### config.mk
export PLATFORM = sky130hd
export DESIGN_NAME = bin_to_bcd_converter
export DESIGN_NICKNAME = d
export VERILOG_FILES = /design/src/rtl/bin_to_bcd_converter.sv
export SDC_FILE = /design/constraint.sdc
export NUM_CORES = 1
export LEC_CHECK = 0
export ABC_AREA = 1
export CORE_ASPECT_RATIO = 0.8
export CORE_UTILIZATION = 43
export DETAILED_ROUTE_END_ITERATION = 8
export PLACE_DENSITY = 0.7
export SLEW_MARGIN = 30
export SYNTH_ARGS = -nofsm -noshare
export SYNTH_HDL_FRONTEND = slang
export SYNTH_SLANG_ARGS = --single-unit
### constraint.sdc
create_clock -name clk -period 1.2 [get_ports clk]
set_clock_uncertainty 0.1 [all_clocks]
set_input_delay 0.12 -clock clk [delete_from_list [all_inputs] [get_ports clk]]
set_output_delay 0.12 -clock clk [all_outputs]
set_load 0.1 [all_outputs]
### src/rtl/bin_to_bcd_converter.sv
// Sequential double-dabble binary-to-BCD converter, one bit per clock, start/busy/done handshake.
// Optional leading-zero blank mask enabled by defining LEADING_ZERO_BLANK_EN.
module bin_to_bcd_converter #(
  parameter int WIDTH  = 8,
  parameter int DIGITS = 3
) (
  input  logic                  clk,
  input  logic                  rst_n,
  input  logic                  start,
  input  logic [WIDTH-1:0]      BIN,
  output logic                  busy,
  output logic                  done,
  output logic [4*DIGITS-1:0]   BCD,
  output logic [DIGITS-1:0]     BLANK
);

  localparam int BW = 4 * DIGITS;
  localparam int CW = $clog2(WIDTH + 1);

  function automatic longint unsigned pow10(input int n);
    longint unsigned r;
    r = 1;
    for (int i = 0; i < n; i++) r = r * 10;
    return r;
  endfunction

  generate
    if (WIDTH < 4 || WIDTH > 20) begin : g_bad_width
      $error("bin_to_bcd_converter: WIDTH must be within 4..20");
    end
    if (pow10(DIGITS) <= ((64'd1 << WIDTH) - 64'd1)) begin : g_bad_digits
      $error("bin_to_bcd_converter: DIGITS too small for WIDTH");
    end
  endgenerate

  typedef enum logic [1:0] {
    S_IDLE  = 2'd0,
    S_SHIFT = 2'd1,
    S_DONE  = 2'd2
  } state_t;

  state_t            state_q, state_d;
  logic [WIDTH-1:0]  sh_q, sh_d;
  logic [BW-1:0]     scr_q, scr_d;
  logic [CW-1:0]     cnt_q, cnt_d;
  logic [BW-1:0]     bcd_q;
  logic [BW-1:0]     adj;
  logic              load, shift_en, finish;

  always_ff @(posedge clk or negedge rst_n) begin
    if (!rst_n) state_q <= S_IDLE;
    else        state_q <= state_d;
  end

  always_comb begin
    state_d  = state_q;
    load     = 1'b0;
    shift_en = 1'b0;
    finish   = 1'b0;
    case (state_q)
      S_IDLE, S_DONE: begin
        if (start) begin
          state_d = S_SHIFT;
          load    = 1'b1;
        end else begin
          state_d = S_IDLE;
        end
      end
      S_SHIFT: begin
        shift_en = 1'b1;
        if (cnt_q == CW'(1)) begin
          state_d = S_DONE;
          finish  = 1'b1;
        end
      end
      default: state_d = S_IDLE;
    endcase
  end

  // Add-3 correction on every digit before the shift keeps each digit within 0..9.
  always_comb begin
    adj = scr_q;
    for (int i = 0; i < DIGITS; i++) begin
      if (scr_q[4*i +: 4] >= 4'd5) adj[4*i +: 4] = scr_q[4*i +: 4] + 4'd3;
    end
  end

  assign scr_d = (adj << 1) | BW'(sh_q[WIDTH-1]);
  assign sh_d  = sh_q << 1;
  assign cnt_d = cnt_q - CW'(1);

  always_ff @(posedge clk or negedge rst_n) begin
    if (!rst_n) begin
      sh_q  <= '0;
      scr_q <= '0;
      cnt_q <= '0;
      bcd_q <= '0;
    end else begin
      if (load) begin
        sh_q  <= BIN;
        scr_q <= '0;
        cnt_q <= CW'(WIDTH);
      end else if (shift_en) begin
        sh_q  <= sh_d;
        scr_q <= scr_d;
        cnt_q <= cnt_d;
      end
      if (finish) bcd_q <= scr_d;
    end
  end

  assign busy = (state_q == S_SHIFT);
  assign done = (state_q == S_DONE);
  assign BCD  = bcd_q;

`ifdef LEADING_ZERO_BLANK_EN
  logic [DIGITS-1:0] blank_q, blank_d;
  logic              zero_run;

  // Digit 0 is never blanked so a zero result still shows a single "0".
  always_comb begin
    blank_d  = '0;
    zero_run = 1'b1;
    for (int i = DIGITS - 1; i >= 1; i--) begin
      zero_run   = zero_run & (scr_d[4*i +: 4] == 4'd0);
      blank_d[i] = zero_run;
    end
  end

  always_ff @(posedge clk or negedge rst_n) begin
    if (!rst_n)      blank_q <= '0;
    else if (finish) blank_q <= blank_d;
  end

  assign BLANK = blank_q;
`else
  assign BLANK = '0;
`endif

endmodule

==> reports/results.md, run 1 <==
| Quantity | This run | Unit |
|---|---|---|
| Result of the run | finished with violations | - |
| Violations in the final reports | negative setup slack | - |
| Worst setup path startpoint | state_q[0] | - |
| Worst path required time | 0.98 | ns |
| Remaining antenna violation count after routing | 0 | - |
| Number of register bits inferred by synthesis | 38 | - |
| # IOs | 28 | - |
| Met2 routed wirelength | 3106 | µm |
| Post-detailed-placement cell area | 2580 | µm² |
| Area taken by multi-input logic gates | 1231 | µm² |
| RSZ-0062 raised after global routing | yes | - |
| Final Critical Period | 1.402 | ns |
| Row Count | 21 | - |
| Critical-path maximum fanout | 3 | - |
| Top Metal Used | met4 | - |
| Leading cell type in the layout, fill and taps excluded | nand2_1 | - |
| Initial antenna violation count | 0 | - |
| Setup_tns | -4.567 | ns |
| DR vias | 1,877 | - |
| Max-cap violation count | 0 | - |
| FF-to-FF Start | scr_q[5] | - |
| Synth unique cells | 21 | - |
| Hold Crit Class | in2async | - |
| Area added between synthesis and finish | 77.07 | % |
| Placed cell count | 329 | - |
| TritonCTS clock tree | done | - |
| Largest area contributor in the netlist | dfrtp_1 | - |
| Clock Pin Slew Worst Setup and Hold Paths | 0.08 | ns |
| Core area | 4204 | µm² |
| Antenna diode count | 0 | - |
| Vias per inst | 5.199 | - |
| Overall routing resource usage | 23.92 | % |
| Clock Tree Buf Depth | 2 | - |
| Metal-1 WL | 2505 | µm |
| Worst skew pair latency | 0.30 | ns |
| Avg WL per Cell | 16.50 | µm |
| Fill cell instance count of the final layout | 243 | - |
| Port Buffer Count | 24 | - |
| Register Area | 957.2 | µm² |
| Die Y | 61.35 | µm |
| Global route total overflow | 0 | - |
| Wire length reported by the detailed router | 5956 | µm |
| FMAX | 0.7134 | GHz |
| Initial Util | 45.03 | % |
| Die Wd | 76.18 | µm |
| Seq/Total Area, Yosys | 50.23 | % |
| Portion of synthesized cell area occupied by the leading cell type | 50.23 | % |
| Final number of setup-violating endpoints | 39 | - |
| Clock Tree Root | clkbuf_8 | - |
| Final estimated routing congestion in global placement | 0.8593 | - |
| Kind of start point of the critical path | flop | - |
| Number of remaining DRC errors | 0 | - |
| Number of pins with negative max-slew slack in the final report | 0 | - |
| Final worst-path setup slack | -0.2016 | ns |
| Count of final hold-check violations | 0 | - |
| CTS sink count | 38 | - |
| Largest net degree at the start of global routing | 28 | - |
| Portion of the clock cycle consumed by the worst path in the final layout | 116.8 | % |
| Number of warnings reported in the yosys synthesis log | 0 | - |
| Maximum level of the CTS H-tree | 2 | - |
| Most frequent cells in the layout | 47 x nand2_1, 33 x dfrtp_1, 30 x buf_4 | - |
| Global-route wire length before repair | 8397 | µm |
| CP Data Arrival Time | 1.18 | ns |
| Fraction of layout cells with a size suffix above 1 | 58.22 | % |
| Worst Setup Path Type | reg2out | - |
| Detailed-placement wirelength estimate | 2984 | µm |
| Setup crit end kind | output port | - |
| Met3 wirelength from detailed routing | 220 | µm |
| Die footprint | 4673 | µm² |
| Total iterations of the first detailed-routing run | 4 | - |
| Final cell count without fillers | 361 | - |
| First-iteration detailed-routing DRC count | 98 | - |
| Cell area after synthesis | 1893 | µm² |
| Via count of the first global-routing pass | 1,724 | - |
| Fin nets | 322 | - |
| Synth area leaders | dfrtp_1 50%, nand2_1 16%, nand3_1 7.7%, ha_1 5.3%, inv_1 4.4% | - |
| Avg Inst Size Synth | 8.414 | µm² |
| Area of all placed cells without fillers | 3352 | µm² |
| CTS buffer count | 5 | - |
| Number of instances in the synthesized netlist | 225 | - |
## cell families after synthesis
group           Yosys count  synth area share (%)
fa+ha+maj                 8                 5.288
simple gates            126                 29.41
flops                    38                 50.23
compound gates           18                 5.684
other cells               1                0.1981
xor+xnor                  1                0.4627
buf+inv                  33                 8.724
## worst paths after layout
kind	end	slack [ns]	cells after the start
min in group clk	sh_q[0]	0.28	3
setup / recovery	busy	-0.20	4
max in group asynchronous	scr_q[4]	0.40	3
hold reg to reg	sh_q[5]	0.39	2
setup reg to reg	BCD[5]	-0.17	7
hold / removal	state_q[1]	0.14	2
## registers in the layout, indices dropped and copies added (netlist names)
name,cells
cnt_q,4
BCD,12
scr_q,12
sh_q,8
state_q,2
## timing repair
item                       4_1_cts  5_1_grt
resized for setup               64       73
hold endpoints to repair        38        0
pin swaps                       37       32
setup endpoints to repair       27       40
setup buffers                   15       10
gates cloned                     3        0
hold buffers                     1        0
## cells in the mapped netlist
master	count
nor2_4	1
a21boi_0	1
inv_2	2
nand2_4	3
inv_1	22
xnor2_1	1
nor2_1	4
buf_4	4
o211ai_1	2
conb_1	1
nand2_1	82
o21ai_2	1
nand4_1	7
o21ai_0	9
inv_4	1
ha_1	8
buf_6	3
dfrtp_1	38
nand3_1	29
buf_2	1
o22ai_1	5
## critical path, cell delays in order (launching register included)
cell	delay, ns
dfrtp_2	0.44
nand2_4	0.10
inv_4	0.04
buf_12	0.13
buf_12	0.16
## through the flow
step / hold WS [ns] / setup slack, ns / util [%]
3_5_place_dp: -0.07548 / -0.1245 / 61.37
2_1_floorplan: -0.2756 / -0.07396 / -
4_1_cts: 0.1418 / -0.1721 / 71.58
6_report: 0.1378 / -0.2016 / 79.73
3_3_place_gp: -0.07836 / -0.09823 / 61.37
5_1_grt: 0.1583 / -0.2405 / 79.73
## final cells by class
class                   instances  share of cell area (%)
clock buffers                   8                   2.389
repair buffers                 75                   26.09
multi-input cells             156                   36.73
inverters                      25                   3.583
well taps                      57                   2.128
repair inverters                2                  0.5226
flip-flops and latches         38                   28.56
## routing by layer
metal | GRT usage, % | vias up
met5 | 0 | -
met4 | 10.16 | 0
met3 | 4.741 | 13
met2 | 41.82 | 53
met1 | 30.08 | 930
li1 | - | 881
Power of run 1 is not shown: default switching activity piles up to over one toggle a cycle in this logic, so the estimate is an artifact.
==> inputs of run 2 (changes only) <==
Settings changed: DONT_BUFFER_PORTS from default to 1, GPL_ROUTABILITY_DRIVEN from default to 0, PLACE_DENSITY 0.7 to 0.62, SKIP_CTS_REPAIR_TIMING from default to 1.
==> reports/results.md, run 2 (same netlist as run 1, synthesis figures left out) <==
| Quantity | This run | Unit | Delta |
|---|---|---|---|
| Result of the run | finished with violations | - |  |
| Violations in the final reports | negative setup slack | - |  |
| CTS buffer count | 5 | - | unchanged |
| Area added between synthesis and finish | 57.24 | % |  |
| Clock Tree Root | clkbuf_8 | - |  |
| Avg WL per Cell | 14.18 | µm | -14% |
| CP Data Arrival Time | 1.17 | ns | about the same |
| Total iterations of the first detailed-routing run | 4 | - | unchanged |
| DR vias | 1,713 | - | -8.7% |
| Port Buffer Count | 0 | - | -100% |
| Hold Crit Class | in2async | - |  |
| Clock Tree Buf Depth | 2 | - | unchanged |
| Worst Setup Path Type | reg2out | - |  |
| Critical-path maximum fanout | 3 | - | unchanged |
| Most frequent cells in the layout | 67 x nand2_1, 34 x dfrtp_1, 24 x buf_4 | - |  |
| RSZ-0062 raised after global routing | yes | - |  |
| Via count of the first global-routing pass | 1,438 | - | -17% |
| Setup_tns | -2.372 | ns | +2.195 ns |
| Die Wd | 76.18 | µm | unchanged |
| Worst path required time | 0.98 | ns | about the same |
| Worst skew pair latency | 0.29 | ns | about the same |
| Global-route wire length before repair | 6492 | µm | -23% |
| CTS sink count | 38 | - | unchanged |
| Setup slack on the worst flop-to-flop path | -0.14 | ns | +0.03 ns |
| Wire length reported by the detailed router | 4820 | µm | -19% |
| FMAX | 0.7189 | GHz | +0.77% |
| Core area | 4204 | µm² | unchanged |
| Area taken by multi-input logic gates | 1069 | µm² | -13% |
| Worst path max stage delay | 0.43 | ns | about the same |
| RR Endpoint | scr_q[5] | - |  |
| Antenna diode count | 0 | - | unchanged |
| Remaining antenna violation count after routing | 0 | - | unchanged |
| Max-cap violation count | 0 | - | unchanged |
| Cell with the largest stage delay on the worst path | dfrtp_1 | - |  |
| Count of final hold-check violations | 0 | - | unchanged |
| Setup WS pre-CTS | -0.1436 | ns | -0.01911 ns |
| Initial antenna violation count | 0 | - | unchanged |
| First-iteration detailed-routing DRC count | 109 | - | +11% |
| Fin nets | 301 | - | -6.5% |
| Final worst-path setup slack | -0.1910 | ns | +0.01067 ns |
| Number of remaining DRC errors | 0 | - | unchanged |
| Setup crit end kind | output port | - |  |
| Global route total overflow | 0 | - | unchanged |
| Kind of start point of the critical path | flop | - |  |
| Portion of the clock cycle consumed by the worst path in the final layout | 115.9 | % | -0.89 points |
| Die footprint | 4673 | µm² | unchanged |
| Leading cell type in the layout, fill and taps excluded | nand2_1 | - |  |
| Initial Util | 45.03 | % | unchanged |
| Row Count | 21 | - | unchanged |
| FF-to-FF Start | scr_q[4] | - |  |
| Final Critical Period | 1.391 | ns | -0.01067 ns |
| # IOs | 28 | - | unchanged |
| Overall routing resource usage | 18.55 | % | -5.4 points |
| Final number of setup-violating endpoints | 30 | - | -23% |
| Clock Pin Slew Worst Setup and Hold Paths | 0.08 | ns | about the same |
| Fill cell instance count of the final layout | 304 | - | +25% |
| Detailed-placement wirelength estimate | 2746 | µm | -8.0% |
| Number of pins with negative max-slew slack in the final report | 0 | - | unchanged |
| Fraction of layout cells with a size suffix above 1 | 44.17 | % | -14 points |
| Vias per inst | 5.038 | - | -3.1% |
| Reg2Reg Depth | 8 | - | +1 |
| Register Area | 955.9 | µm² | -0.13% |
| Die Y | 61.35 | µm | unchanged |
| Largest net degree at the start of global routing | 39 | - | +39% |
| Maximum level of the CTS H-tree | 2 | - | unchanged |
| TritonCTS clock tree | done | - |  |
| Worst-path cell chain | buf_4 > nor2_4 > buf_12 | - |  |
==> run 2: cell count changes in the layout (fill, tap and decap cells not counted), sizes merged <==
cell,delta
buf,-20
inv,-2
clkdlybuf4s50,-9
dlygate4sd3,+9
clkinv,+1
==> run 2: worst max-delay path, delay by kind of cell (launching register included) <==
kind | cells | cell delay (ns)
simple gates | 1 | 0.11
buf+inv | 2 | 0.34
flops | 1 | 0.43
==> run 2: worst max path at each step <==
stage,slack [ns],startpoint,cells after the start,end
floorplan,-0.07,cnt_q[1],8,BCD[10]
global placement,-0.08,cnt_q[1],7,BCD[3]
detailed placement,-0.14,cnt_q[1],7,BCD[0]
CTS,-0.32,state_q[0],4,busy
global route,-0.22,state_q[1],5,busy
finish,-0.19,state_q[0],3,done
==> run 2: area by class of cell <==
type                    count  area share (%)
clock buffers               7           2.900
clock inverters             1          0.1681
inverters                  25           3.615
multi-input cells         156           35.90
flip-flops and latches     38           32.11
well taps                  57           2.396
repair buffers             56           22.91
==> run 2: routing by layer <==
layer	up-vias	global-route usage, %	routed length [µm]
li1	835	-	-
met1	840	25.24	2276
met2	34	28.96	2346
met3	4	4.296	156
met4	0	8.516	40
met5	-	0	0
==> run 2: through the flow <==
step	hold WS, ns	std cells	utilization (%)	area (µm²)
global placement	-0.2738	316	57.98	2437
CTS	-0.5982	324	60.15	2529
finish	0.1768	340	70.80	2977
detailed placement	-0.2741	316	57.98	2437
floorplan	-0.2756	227	-	1974
global route	0.2089	340	70.80	2977
Power of run 2 is left out for the same reason.
==> patch 1: new RTL, config.mk and constraints of run 1 <==
`DIGITS`: 3 -> 5.
--- a/src/rtl/bin_to_bcd_converter.sv
+++ b/src/rtl/bin_to_bcd_converter.sv
@@ -4,3 +4,3 @@
   parameter int WIDTH  = 8,
-  parameter int DIGITS = 3
+  parameter int DIGITS = 5
 ) (
Interface: changed (resized BCD and BLANK); port bits go from 28 to 38. The function was not compared with the original's and may differ.
==> patch 1 against run 1 <==
The run still ends with negative setup slack left; cell count up 43%; sequential cell count grew 16; synthesized cell count rose by 49%; cell area is 47% higher; worst hold slack better by 95 ps; setup slack got worse by 59 ps; routed wire length rose by 73%; synthesized area up 47%; register-to-register slack lost 90 ps; count of clock-buffer cells in the layout stayed put; core utilization grew 1.3 points; critical path depth increased by 4; critical path type is now reg2reg.
Power is left out: the tool's default activity adds up to more than one toggle a clock period on the data nets, which glitch-free logic cannot reach.
==> patch 1: results (changes against run 1) <==
{
  "result_of_the_run": {"value": "finished with violations", "change": "unchanged"},
  "failed_checks": {"value": "negative setup slack", "change": "unchanged"},
  "post_cts_sizing_count": {"value": 124, "change": "was 64"},
  "num-nets-final": {"value": 458, "change": "was 322"},
  "path_clk_slew": {"value": 100, "unit": "ps", "change": "was 80 ps"},
  "syn_inst": {"value": 336, "change": "was 225"},
  "multi_input_combinational_cell_count": {"value": 239, "change": "was 156"},
  "non_clock_buffer_count": {"value": 96, "change": "was 75"},
  "wire_length_of_the_first_global_routing_pass": {"value": 12930, "unit": "um", "change": "was 8397 um"},
  "first_global_vias": {"value": 2777, "change": "was 1724"},
  "xor_xnor_portion_of_the_synthesized_cell_area": {"value": 0.003143, "change": "was 0.004627"},
  "met3RoutedLength": {"value": 709, "unit": "um", "change": "was 220 um"},
  "ff_latch_area": {"value": 0.001359, "unit": "mm^2", "change": "was 957.2 um^2"},
  "drtIter0Drc": {"value": 208, "change": "was 98"},
  "tns": {"value": -8489, "unit": "ps", "change": "was -4567 ps"},
  "route.detailed.vias_per_inst": {"value": 5.673, "change": "was 5.199"},
  "use_met1": {"value": 0.2887, "change": "was 0.3008"},
  "synth.area.top_cells": {"value": "sky130_fd_sc_hd__dfrtp_1 48%, sky130_fd_sc_hd__nand2_1 18%, sky130_fd_sc_hd__nand3_1 6.5%", "change": "was sky130_fd_sc_hd__dfrtp_1 50%, sky130_fd_sc_hd__nand2_1 16%, sky130_fd_sc_hd__nand3_1 7.7%"},
  "maximum_number_of_pins_on_one_net_before_global_route_repair": {"value": 55, "change": "was 28"},
  "ys_seq_area_frac": {"value": 0.4850, "change": "was 0.5023"},
  "post-place-cells": {"value": 478, "change": "was 329"},
  "final-setup-viol-count": {"value": 55, "change": "was 39"},
  "arrival": {"value": 1610, "unit": "ps", "change": "was 1180 ps"},
  "share_of_the_final_layout_cell_area_in_sequential_cells": {"value": 0.2765, "change": "was 0.2856"},
  "wl_per_cell": {"value": 19.97, "unit": "um", "change": "was 16.50 um"},
  "drt_first_pass_iters": {"value": 9, "change": "was 4"},
  "cp_max_fo": {"value": 4, "change": "was 3"},
  "dp.final_hpwl": {"value": 4412, "unit": "um", "change": "was 2984 um"},
  "grt.met3_usage": {"value": 0.04090, "change": "was 0.04741"},
  "synth_compound_area_frac": {"value": 0.05703, "change": "was 0.05684"},
  "post-route-worst-setup-slack": {"value": -260.3, "unit": "ps", "change": "was -201.6 ps"},
  "met1_length": {"value": 3803, "unit": "um", "change": "was 2505 um"},
  "share_of_the_final_layout_cell_area_in_multi_input_gates": {"value": 0.3951, "change": "was 0.3673"},
  "synthAdderAreaFrac": {"value": 0.05388, "change": "was 0.05288"},
  "share_of_cells_above_drive_strength_1": {"value": 0.5986, "change": "was 0.5822"},
  "buf_share": {"value": 0.2439, "change": "was 0.2609"}
}
==> patch 1: cell count changes in the layout (fill, tap and decap cells not counted), moves of 5 or more <==
cell / before / now
sky130_fd_sc_hd__nand2_1: 47 / 73
sky130_fd_sc_hd__dfrtp_1: 33 / 48
sky130_fd_sc_hd__inv_1: 9 / 14
sky130_fd_sc_hd__ha_4: 5 / 10
sky130_fd_sc_hd__buf_12: 18 / 26
sky130_fd_sc_hd__nand2_2: 28 / 36
sky130_fd_sc_hd__buf_8: 1 / 6
sky130_fd_sc_hd__nand3_2: 18 / 30
sky130_fd_sc_hd__nand2_4: 8 / 25
==> patch 1: path summary, 6_finish.rpt <==
path                           from        to  slack (ps)  cells after the start
setup / recovery           scr_q[0]  scr_q[4]        -260                      8
hold / removal                rst_n   BCD[18]         230                      3
setup reg to reg           scr_q[0]  scr_q[4]        -260                      8
hold reg to reg            cnt_q[3]  cnt_q[3]         400                      2
max in group asynchronous     rst_n    BCD[7]         490                      3
min in group clk             BIN[4]   sh_q[4]         280                      3
==> patch 2: new RTL, flow settings as in run 1 <==
Without the edit above. Register the inputs `start` and `BIN` before use, without a reset. The logic sees them one clock later.
--- a/src/rtl/bin_to_bcd_converter.sv
+++ b/src/rtl/bin_to_bcd_converter.sv
@@ -18,2 +18,10 @@
   localparam int CW = $clog2(WIDTH + 1);
+
+  logic start_q;
+  logic [WIDTH-1:0] BIN_q;
+
+  always_ff @(posedge clk) begin
+    start_q <= start;
+    BIN_q   <= BIN;
+  end
 
@@ -61,3 +69,3 @@
       S_IDLE, S_DONE: begin
-        if (start) begin
+        if (start_q) begin
           state_d = S_SHIFT;
@@ -99,3 +107,3 @@
       if (load) begin
-        sh_q  <= BIN;
+        sh_q  <= BIN_q;
         scr_q <= '0;
Formal check against the unedited RTL: not equivalent (Yosys sat finds a counterexample within 4 cycles, from zero or initial values and one cycle with rst_n low).
==> patch 2 against run 1 <==
The run still ends with negative setup slack left; setup slack better by 13 ps; via count down 2.8%; cell area up 2.2%; routed wire length down 16%; sequential cell count up 9; fmax up 0.94%; synthesized area up 10%; worst hold slack better by 15 ps; count of clock-buffer cells in the layout down 2; sequential share of layout area up 4.5 points; largest cell class unchanged; highest routed layer unchanged.
Power is not shown: default switching activity piles up to over one toggle a cycle in this logic, so the estimate is an artifact.
==> patch 2: results (changes against run 1) <==
{
  "result_of_the_run": {"value": "finished with violations", "change": "unchanged"},
  "failed_checks": {"value": "negative setup slack", "change": "unchanged"},
  "timing.critical_path.slowest_cell_delay": {"value": 450, "unit": "ps"},
  "wire_length_of_the_first_global_routing_pass": {"value": 8252, "unit": "um", "change": "was 8397 um"},
  "post_synth_most_frequent_cells": {"value": "94 x sky130_fd_sc_hd__nand2_1, 38 x sky130_fd_sc_hd__dfrtp_1, 30 x sky130_fd_sc_hd__nand3_1", "change": "was 82 x sky130_fd_sc_hd__nand2_1, 38 x sky130_fd_sc_hd__dfrtp_1, 29 x sky130_fd_sc_hd__nand3_1"},
  "worst_r2r_endpoint": {"value": "scr_q[5]", "change": "was BCD[5]"},
  "async_flop_share": {"value": 0.8085, "change": "was 1.000"},
  "num-nets-final": {"value": 321, "change": "was 322"},
  "route.detailed.vias_per_inst": {"value": 5.028, "change": "was 5.199"},
  "r2r_setup_slack": {"value": -140, "unit": "ps", "change": "was -170 ps"},
  "critPathLaunch": {"value": "state_q[0]", "change": "unchanged"},
  "hp-class": {"value": "in2reg", "change": "was in2async"},
  "post-place-cells": {"value": 342, "change": "was 329"},
  "final-setup-viol-count": {"value": 33, "change": "was 39"},
  "ys_dominant_reg_cell": {"value": "sky130_fd_sc_hd__dfrtp_1", "change": "unchanged"},
  "antenna_found_initial": {"value": 0, "change": "unchanged"},
  "synth.area.top_cells": {"value": "sky130_fd_sc_hd__dfrtp_1 46%, sky130_fd_sc_hd__nand2_1 17%, sky130_fd_sc_hd__dfxtp_1 8.6%", "change": "was sky130_fd_sc_hd__dfrtp_1 50%, sky130_fd_sc_hd__nand2_1 16%, sky130_fd_sc_hd__nand3_1 7.7%"},
  "path_clk_slew": {"value": 90, "unit": "ps"},
  "post-route-worst-setup-slack": {"value": -188.6, "unit": "ps", "change": "was -201.6 ps"},
  "clockBufferDepth": {"value": 2, "change": "unchanged"},
  "maximum_number_of_pins_on_one_net_before_global_route_repair": {"value": 39, "change": "was 28"},
  "dp.final_hpwl": {"value": 2832, "unit": "um", "change": "was 2984 um"},
  "rr_startpoint": {"value": "scr_q[4]", "change": "was scr_q[5]"},
  "grt.total_usage": {"value": 0.2122, "change": "was 0.2392"},
  "crit_slowest_cell": {"value": "sky130_fd_sc_hd__dfrtp_1", "change": "was sky130_fd_sc_hd__dfrtp_2"},
  "ys_seq_area_frac": {"value": 0.5413, "change": "was 0.5023"},
  "vias": {"value": 1825, "change": "was 1877"},
  "placer_congestion_estimate": {"value": 0.8699, "change": "was 0.8593"},
  "syn_inst": {"value": 242, "change": "was 225"},
  "antenna_cells": {"value": 0, "change": "unchanged"},
  "worstHoldStart": {"value": "BIN[2]"},
  "arrival": {"value": 1170, "unit": "ps"},
  "drtIter0Drc": {"value": 109, "change": "was 98"},
  "share_of_cells_above_drive_strength_1": {"value": 0.5017, "change": "was 0.5822"},
  "r2r_cells": {"value": 8, "change": "was 7"},
  "routed_wl": {"value": 4981, "unit": "um", "change": "was 5956 um"},
  "io_buffer_count": {"value": 24, "change": "unchanged"},
  "ys_types": {"value": 20, "change": "was 21"}
}
[patch 2: repair_timing]
item                                   4_1_cts  5_1_grt
pin swaps                                   41       16
resized for setup                           77       41
setup buffers                                7        8
hold buffers                                 1        0
cloned                                       1        0
setup endpoints to repair                   30       38
endpoints found under the hold margin       38        0
[patch 2: logic make-up (layout without fill, tap and decap cells)]
| kind of cell | count (synthesis) | count (layout) | synth area share |
|---|---|---|---|
| AND/OR/NAND/NOR | 137 | 137 | 0.2844 |
| other | 1 | 3 | 0.001795 |
| buffers and inverters | 34 | 93 | 0.08084 |
| AO/OA/AOI/OAI | 14 | 14 | 0.03952 |
| XOR/XNOR | 1 | 1 | 0.004192 |
| adder cells (fa/ha/maj) | 8 | 8 | 0.04791 |
| flip-flops | 47 | 47 | 0.5413 |
[patch 2: how the worst max path moves through the flow]
stage               cells past startpoint  slack (ps)  endpoint
floorplan                               8        -100   BCD[10]
global placement                        7        -100  scr_q[5]
detailed placement                      7        -120  scr_q[5]
CTS                                     3        -190      done
global route                            7        -240    BCD[7]
finish                                  4        -190      busy
[patch 2: final cells by class]
type	count	area, um^2
clock buffer	6	82.58
timing repair buffer	59	747.0
sequential	47	1134
multi-input combinational	163	1232
inverter	26	116.4
fill	301	1199
tap	60	75.07
clock inverter	2	38.79
[patch 2: metrics by stage]
stage          cell area, um^2  hold slack, ps  setup TNS, ps  setup slack (ps)
2_1_floorplan             2185          -275.6          -1296            -97.72
3_3_place_gp              2754          0.5749          -1065            -104.5
3_5_place_dp              2754           2.407          -1861            -119.5
4_1_cts                   3204           143.3          -2083            -193.5
5_1_grt                   3426           144.5          -5439            -243.9
6_report                  3426           152.8          -3102            -188.6
[patch 2: routing by layer]
| layer | up-vias | track usage | share of wire | wire length (um) |
|---|---|---|---|---|
| met4 | 0 | 0.1071 | 0.024 | 121 |
| met1 | 894 | 0.2655 | 0.43 | 2131 |
| met3 | 13 | 0.04571 | 0.028 | 140 |
| li1 | 882 | - | - | - |
| met2 | 36 | 0.3451 | 0.52 | 2588 |
| met5 | - | 0 | 0 | 0 |
[patch 2: worst max-delay path: cells and delay by family (launching register included)]
kind | cells | cell delay, ps
buf+inv | 3 | 320
flops | 1 | 450
simple gates | 1 | 100
